### config.mk
export PLATFORM = sky130hd
export DESIGN_NAME = redirect_hazard_ctrl
export DESIGN_NICKNAME = d
export VERILOG_FILES = /design/src/rtl/redirect_hazard_ctrl.sv
export SDC_FILE = /design/constraint.sdc
export NUM_CORES = 1
export LEC_CHECK = 0
export ABC_AREA = 1
export CAP_MARGIN = 20
export CORE_MARGIN = 2
export CORE_UTILIZATION = 35
export CTS_CLUSTER_DIAMETER = 100
export CTS_CLUSTER_SIZE = 40
export DETAILED_ROUTE_END_ITERATION = 12
export SLEW_MARGIN = 20
export SYNTH_ARGS = -nofsm -noshare
export SYNTH_HDL_FRONTEND = slang
export SYNTH_SLANG_ARGS = --single-unit
### constraint.sdc
create_clock -name clk -period 2.2 [get_ports clk]
set_clock_uncertainty 0.2 [all_clocks]
set_input_delay 0.55 -clock clk [delete_from_list [all_inputs] [get_ports clk]]
set_output_delay 0.55 -clock clk [all_outputs]
set_load 0.01 [all_outputs]
### src/rtl/redirect_hazard_ctrl.sv
// Hazard/forwarding controller for the 5-stage redirect pipeline.
// Tracks EX/MEM/WB destinations, selects operand sources, raises load-use stalls.
module redirect_hazard_ctrl #(
    parameter int unsigned REG_AW = 5,
    parameter int unsigned CNT_W  = 16
) (
    input  logic              clk,
    input  logic              rst,
    input  logic              id_valid,
    input  logic [REG_AW-1:0] id_rs,
    input  logic [REG_AW-1:0] id_rt,
    input  logic              id_rs_used,
    input  logic              id_rt_used,
    input  logic              id_we,
    input  logic [REG_AW-1:0] id_rw,
    input  logic              id_is_load,
    input  logic              flush,
    input  logic              stat_clr,
    output logic              stall,
    output logic [1:0]        fwd_a,
    output logic [1:0]        fwd_b,
    output logic              rf_we,
    output logic [REG_AW-1:0] rf_rw,
    output logic [CNT_W-1:0]  stall_cnt
);

    typedef struct packed {
        logic              v;
        logic              we;
        logic [REG_AW-1:0] rw;
        logic              ld;
    } stage_t;

    stage_t ex_q, mem_q, wb_q;

    logic ex_prod, mem_prod, wb_prod;
    logic a_ok, b_ok;
    logic a_ex, a_mem, a_wb;
    logic b_ex, b_mem, b_wb;

    assign ex_prod  = ex_q.v  & ex_q.we  & (ex_q.rw  != '0);
    assign mem_prod = mem_q.v & mem_q.we & (mem_q.rw != '0);
    assign wb_prod  = wb_q.v  & wb_q.we  & (wb_q.rw  != '0);

    assign a_ok  = id_rs_used & (id_rs != '0);
    assign b_ok  = id_rt_used & (id_rt != '0);

    assign a_ex  = a_ok & ex_prod  & (ex_q.rw  == id_rs);
    assign a_mem = a_ok & mem_prod & (mem_q.rw == id_rs);
    assign a_wb  = a_ok & wb_prod  & (wb_q.rw  == id_rs);
    assign b_ex  = b_ok & ex_prod  & (ex_q.rw  == id_rt);
    assign b_mem = b_ok & mem_prod & (mem_q.rw == id_rt);
    assign b_wb  = b_ok & wb_prod  & (wb_q.rw  == id_rt);

    // An EX load match shadows older producers; the value is not ready, so the
    // select is 0 and the stall covers the cycle.
    always_comb begin
        fwd_a = 2'd0;
        if (a_ex)       fwd_a = ex_q.ld ? 2'd0 : 2'd1;
        else if (a_mem) fwd_a = 2'd2;
        else if (a_wb)  fwd_a = 2'd3;
    end

    always_comb begin
        fwd_b = 2'd0;
        if (b_ex)       fwd_b = ex_q.ld ? 2'd0 : 2'd1;
        else if (b_mem) fwd_b = 2'd2;
        else if (b_wb)  fwd_b = 2'd3;
    end

    assign stall = id_valid & ~flush & ex_q.ld & (a_ex | b_ex);
    assign rf_we = wb_prod;
    assign rf_rw = wb_q.rw;

    always_ff @(posedge clk or posedge rst) begin
        if (rst) begin
            ex_q  <= '0;
            mem_q <= '0;
            wb_q  <= '0;
        end else begin
            wb_q  <= mem_q;
            mem_q <= ex_q;
            if (flush || stall) begin
                ex_q <= '0;
            end else begin
                ex_q.v  <= id_valid;
                ex_q.we <= id_we;
                ex_q.rw <= id_rw;
                ex_q.ld <= id_is_load;
            end
        end
    end

    always_ff @(posedge clk or posedge rst) begin
        if (rst) begin
            stall_cnt <= '0;
        end else if (stat_clr) begin
            stall_cnt <= '0;
        end else if (stall && (stall_cnt != '1)) begin
            stall_cnt <= stall_cnt + 1'b1;
        end
    end

endmodule

Yosys cells after proc, flatten, opt, wreduce, memory -nomap -nowiden --
Index checks and enable logic that the tools add are counted.
Operators by class: mux-type cells 10, $add $sub $neg 1, eq/ne operators 7, bitwise logic cells 25, reduce and logical (&&, ||, !) cells 8
Operators with widths (number):
- 16-bit 2-to-1 mux | 2
- 5-bit == test | 6
- 5-bit nonzero test | 5
- 1-bit bitwise AND | 23
- 16-bit by 1-bit adder with 16-bit output (second input constant) | 1
- 16-bit inequality test (second input constant) | 1
- 2-bit 2-to-1 mux | 6
- 8-bit 2-to-1 mux | 1
- 2-bit nonzero test | 1
- 1-bit logical AND | 1
- 1-bit logical OR | 1
- 1-bit 2-to-1 mux | 1
- 1-bit NOT | 1
- 1-bit bitwise OR | 1
Storage, ports and cells: logic and storage cells 62, output and inout port bits 27, register bits 38, input bits 24

Logic depth before layout (Yosys ltp) --
depth in word-level cells 9, depth in mapped cells 13, depth with buffers taken out 12

Least setup slack after synthesis --
No wires, ideal clock.
kind input -> output, start in id_rs[1], end out fwd_a[0], slack 97 ps, stages 8, data arrival time 1353 ps, required time 1450 ps, path buffers 0, cells stage by stage inv_1 > nand4_1 > nand2_1 > or2_2 > nor2_1 > nor2_1 > nand2_1 > nand2_1
On the way: longest elaborated chain between the ends 7, elaborated cells on any way between the ends 14, classes of those cells 3 x eq/ne; 3 x mux; 7 x bitwise; 1 x reduce/logical
RTL lines:
- start: declaration | RTL line 10 | input logic [REG_AW-1:0] id_rs,
- 5-bit nonzero test | RTL line 45 | assign a_ok = id_rs_used & (id_rs != '0);
- 1-bit bitwise AND | RTL line 45
- 1-bit bitwise AND (2 in series) | RTL line 50 | assign a_wb = a_ok & wb_prod & (wb_q.rw == id_rs);
- 2-bit 2-to-1 mux | RTL line 61 | else if (a_wb) fwd_a = 2'd3;
- 2-bit 2-to-1 mux | RTL line 60 | else if (a_mem) fwd_a = 2'd2;
- 2-bit 2-to-1 mux (*) | RTL line 59 | if (a_ex) fwd_a = ex_q.ld ? 2'd0 : 2'd1;
- end: declaration | RTL line 20 | output logic [1:0] fwd_a,
Every way passes the cells marked *; elsewhere a longest branch is shown, timed or not.

Worst setup path after layout --
start reg ex_q[1] (netlist name), end out fwd_a[0]
On the way: longest elaborated chain between the ends 5, elaborated cells on any way between the ends 6, classes of those cells 1 x eq/ne; 1 x mux; 3 x bitwise; 1 x reduce/logical
RTL lines:
- start: declaration | RTL line 34 | stage_t ex_q, mem_q, wb_q;
- 5-bit nonzero test | RTL line 41 | assign ex_prod = ex_q.v & ex_q.we & (ex_q.rw != '0);
- 1-bit bitwise AND | RTL line 41
- 1-bit bitwise AND | RTL line 48 | assign a_ex = a_ok & ex_prod & (ex_q.rw == id_rs);
- 1-bit bitwise AND (*) | RTL line 48
- 2-bit 2-to-1 mux (*) | RTL line 59
Marks and branches as above.

==> reports/metrics.cfg <==
[outcome]
status = complete, but fails checks
violations = negative setup slack

[yosys]
yosys.area_share.simple = 0.344
synth.area.mux_share = 0
synthAdderAreaFrac = 0.00543
async_flop_share = 1.00
synth_compound_area_frac = 0.0266
synth_xor_area_frac = 0.122
synth_top_family_by_area = simple AND/OR/NAND/NOR gates
synth-edff-count = 0
synth_ff_type = dfrtp_1
synth.distinct_cells = 30
syn_nets = 329
postSynthCellCount = 304
avgSynthCellArea_um2 = 7.58
netlist_top_cells_count = nand2_1, nor2_1, dfrtp_1
yosysTopAreaCellShare = 0.413
yosysTopAreaCell = dfrtp_1
ys_warn_count = 0
synth_area_um2 = 2300
ys_ff_latch = 38
yosysSeqAreaShare = 0.413
synth_area_leaders = dfrtp_1, nand2_1, xnor2_1
yosysMostFrequentCell = nand2_1

[clock_tree]
clk_path_buf_depth = 2
insertion_delay_ns = 0.29
cts.clk_slew.worst_paths_ns = 0.07
cts_buffers = 5
cts-root-buf = clkbuf_8
clock_sinks = 38
hold_buffers = 0
cts_tree = yes
h-tree-depth = 2

[global_route]
globalRouteMet1Util = 0.221
gr-usage-all-layers = 0.176
grt_pass1_vias = 2226
grt_overflow = 0
met3_usage = 0.0457
antenna_found_initial = 0
grt_pass1_wl_mm = 10.2
grt_max_degree = 39
use_met2 = 0.300
grt_busiest_layer = met2

[floorplanning]
rows = 29
die_w_um = 85.1
coreArea_um2 = 6350
die_y_um = 85.1
boundaryPins = 51
initial_utilization = 0.363
dieArea_um2 = 7250

[worst_setup_path]
r2r_setup_slack_ns = 0.16
critPathCapture = fwd_a[0]
startpoint = ex_q[1]
r2r-end = stall_cnt[13]
critPathRequiredTime_ns = 1.45
arrival_ns = 1.68
crit_path_start_kind = flip-flop
r2r-start = stall_cnt[0]
cp-end-kind = primary output
cp_max_fo = 3
worstSetupPathType = flip-flop to primary output
worstRegToRegCells = 10

[placed_design]
place_area_um2 = 3170
io_buffers = 50
gp_congestion = 0.919
numPlacedInstances = 464
dp_hpwl_mm = 4.36

[route]
drtIter0Drc = 71
ant_nets = 0
dr.pass1.iters = 4
finalWirelength_mm = 5.97
vias_per_cell = 4.64
drc = 0
drt-wirelength-per-cell_um = 12.6
vias = 2198

[job]
drv_cap = 0

[cells_and_area]
syn2layout_area_growth_pct = 48.2
final_area_um2 = 3410
fill_cells = 605
layout-drive-gt1-share = 0.305
antenna_cells = 0
fin_nets = 422
fin_cells = 474

[timing]
tightest_slew_ns = 0.486
setup_viol = 5
hold_viol_final = 0
rsz0062_at_grt = yes
period_needed_ns = 2.43
fin_crit_sh = 1.11
layout_setup_ws_ns = -0.233
slew_violations = 0
fmax_mhz = 411
relSlewSlack = 0.676

[power]
seq_power_share = 0.492
p_comb_frac = 0.206
internal_power_w = 0.00111
p_leak_nw = 1.66
power_switching_w = 0.000425
max-vdd-ir-drop_mv = 0.268
powerDensity_nw_per_um2 = 449
clkPwrFrac = 0.302
switching_share = 0.277

[hold_path]
worstHoldStart = mem_q[6]
min_path_type = flip-flop to flip-flop
min_path_cells = 0

## power groups by stage
stage	logic (W)	clock network [W]	registers, W
2_1_floorplan	0.000131	0	0.000766
3_3_place_gp	0.000283	0	0.000765
3_5_place_dp	0.000283	0	0.000766
4_1_cts	0.000302	0.000482	0.000754
5_1_grt	0.000347	0.000514	0.000759
6_report	0.000316	0.000463	0.000755
## repair_timing
| action | 4_1_cts | 5_1_grt |
|---|---|---|
| resized for setup | 96 | 27 |
| pin swaps | 22 | 19 |
| endpoints found under the hold margin | 0 | 0 |
| endpoints found under the setup margin | 29 | 23 |
| setup buffers | 2 | 1 |
## per-stage QoR
| stage | total power [W] | setup WS, ns | util | TNS [ns] | hold WS, ns |
|---|---|---|---|---|---|
| finish | 0.00153 | -0.233 | 0.538 | -0.897 | 0.182 |
| global route | 0.00162 | -0.355 | 0.538 | -1.56 | 0.196 |
| CTS | 0.00154 | -0.257 | 0.526 | -1.04 | 0.185 |
| detailed placement | 0.00105 | -1.03 | 0.499 | -14.07 | 0.173 |
| global placement | 0.00105 | -1.05 | 0.499 | -13.23 | 0.162 |
| floorplan | 0.000897 | 0.0973 | - | 0 | 0.154 |
## layout by cell type (no fill, tap or decap), drive strengths merged
master         netlist  routed
inv                 36      36
a31oi                1       1
ha                   1       1
clkinv               1       3
clkbuf               3       6
clkdlybuf4s50        0      32
nor3                 7       7
a211oi               1       1
or2                  1       1
xnor2               26      26
o21bai               1       1
and3                 1       1
nand3               33      33
o21ai                5       5
nor3b                2       2
nand2               80      80
buf                  7      61
dfrtp               38      38
dlygate4sd2          0       2
nand4                6       6
xor2                 6       6
a21oi                3       3
nor2                45      45
## critical path: stages, from the launching register on
cell and delay (ns):
dfrtp_1 0.34, inv_1 0.06, buf_4 0.13, nand2_1 0.06, nand2_1 0.08, nor2_4 0.11
nand4_1 0.15, nor2_4 0.16, nor2_1 0.06, nand2_1 0.05, nand2_1 0.06, buf_2 0.13
## per-layer routing
layer / part of all wire / vias to the layer above
met5: 0 / -
li1: - / 1131
met3: 0.046 / 6
met4: 0.012 / 0
met2: 0.51 / 49
met1: 0.43 / 1012
## sequential cells by signal, summed over array words and instances, names as in the netlist
register   flops
wb_q           2
mem_q          7
ex_q           8
stall_cnt     16
rf_rw          5
## worst min path at each step
stage	end
after floorplan	mem_q[6]
after global placement	wb_q[7]
after detailed placement	wb_q[6]
after CTS	wb_q[6]
after global routing	wb_q[6]
final	wb_q[6]
## final cells by class
type | instances | area (um^2) | area share
Multi-Input combinational cell | 219 | 1300 | 0.381
Sequential cell | 38 | 956 | 0.280
Timing Repair Buffer | 96 | 843 | 0.247
Inverter | 37 | 139 | 0.0407
Tap cell | 77 | 96.3 | 0.0282
Clock buffer | 5 | 68.8 | 0.0202
Clock inverter | 2 | 10.0 | 0.00293
## cells by family (layout without fill, tap and decap cells)
family                   after synthesis  after routing
flip-flops                            38             38
AO/OA/AOI/OAI                         11             11
XOR/XNOR                              32             32
buffers and inverters                 47            140
AND/OR/NAND/NOR                      175            175
adder cells (fa/ha/maj)                1              1
No activity file was read; power rests on OpenSTA's default activity.
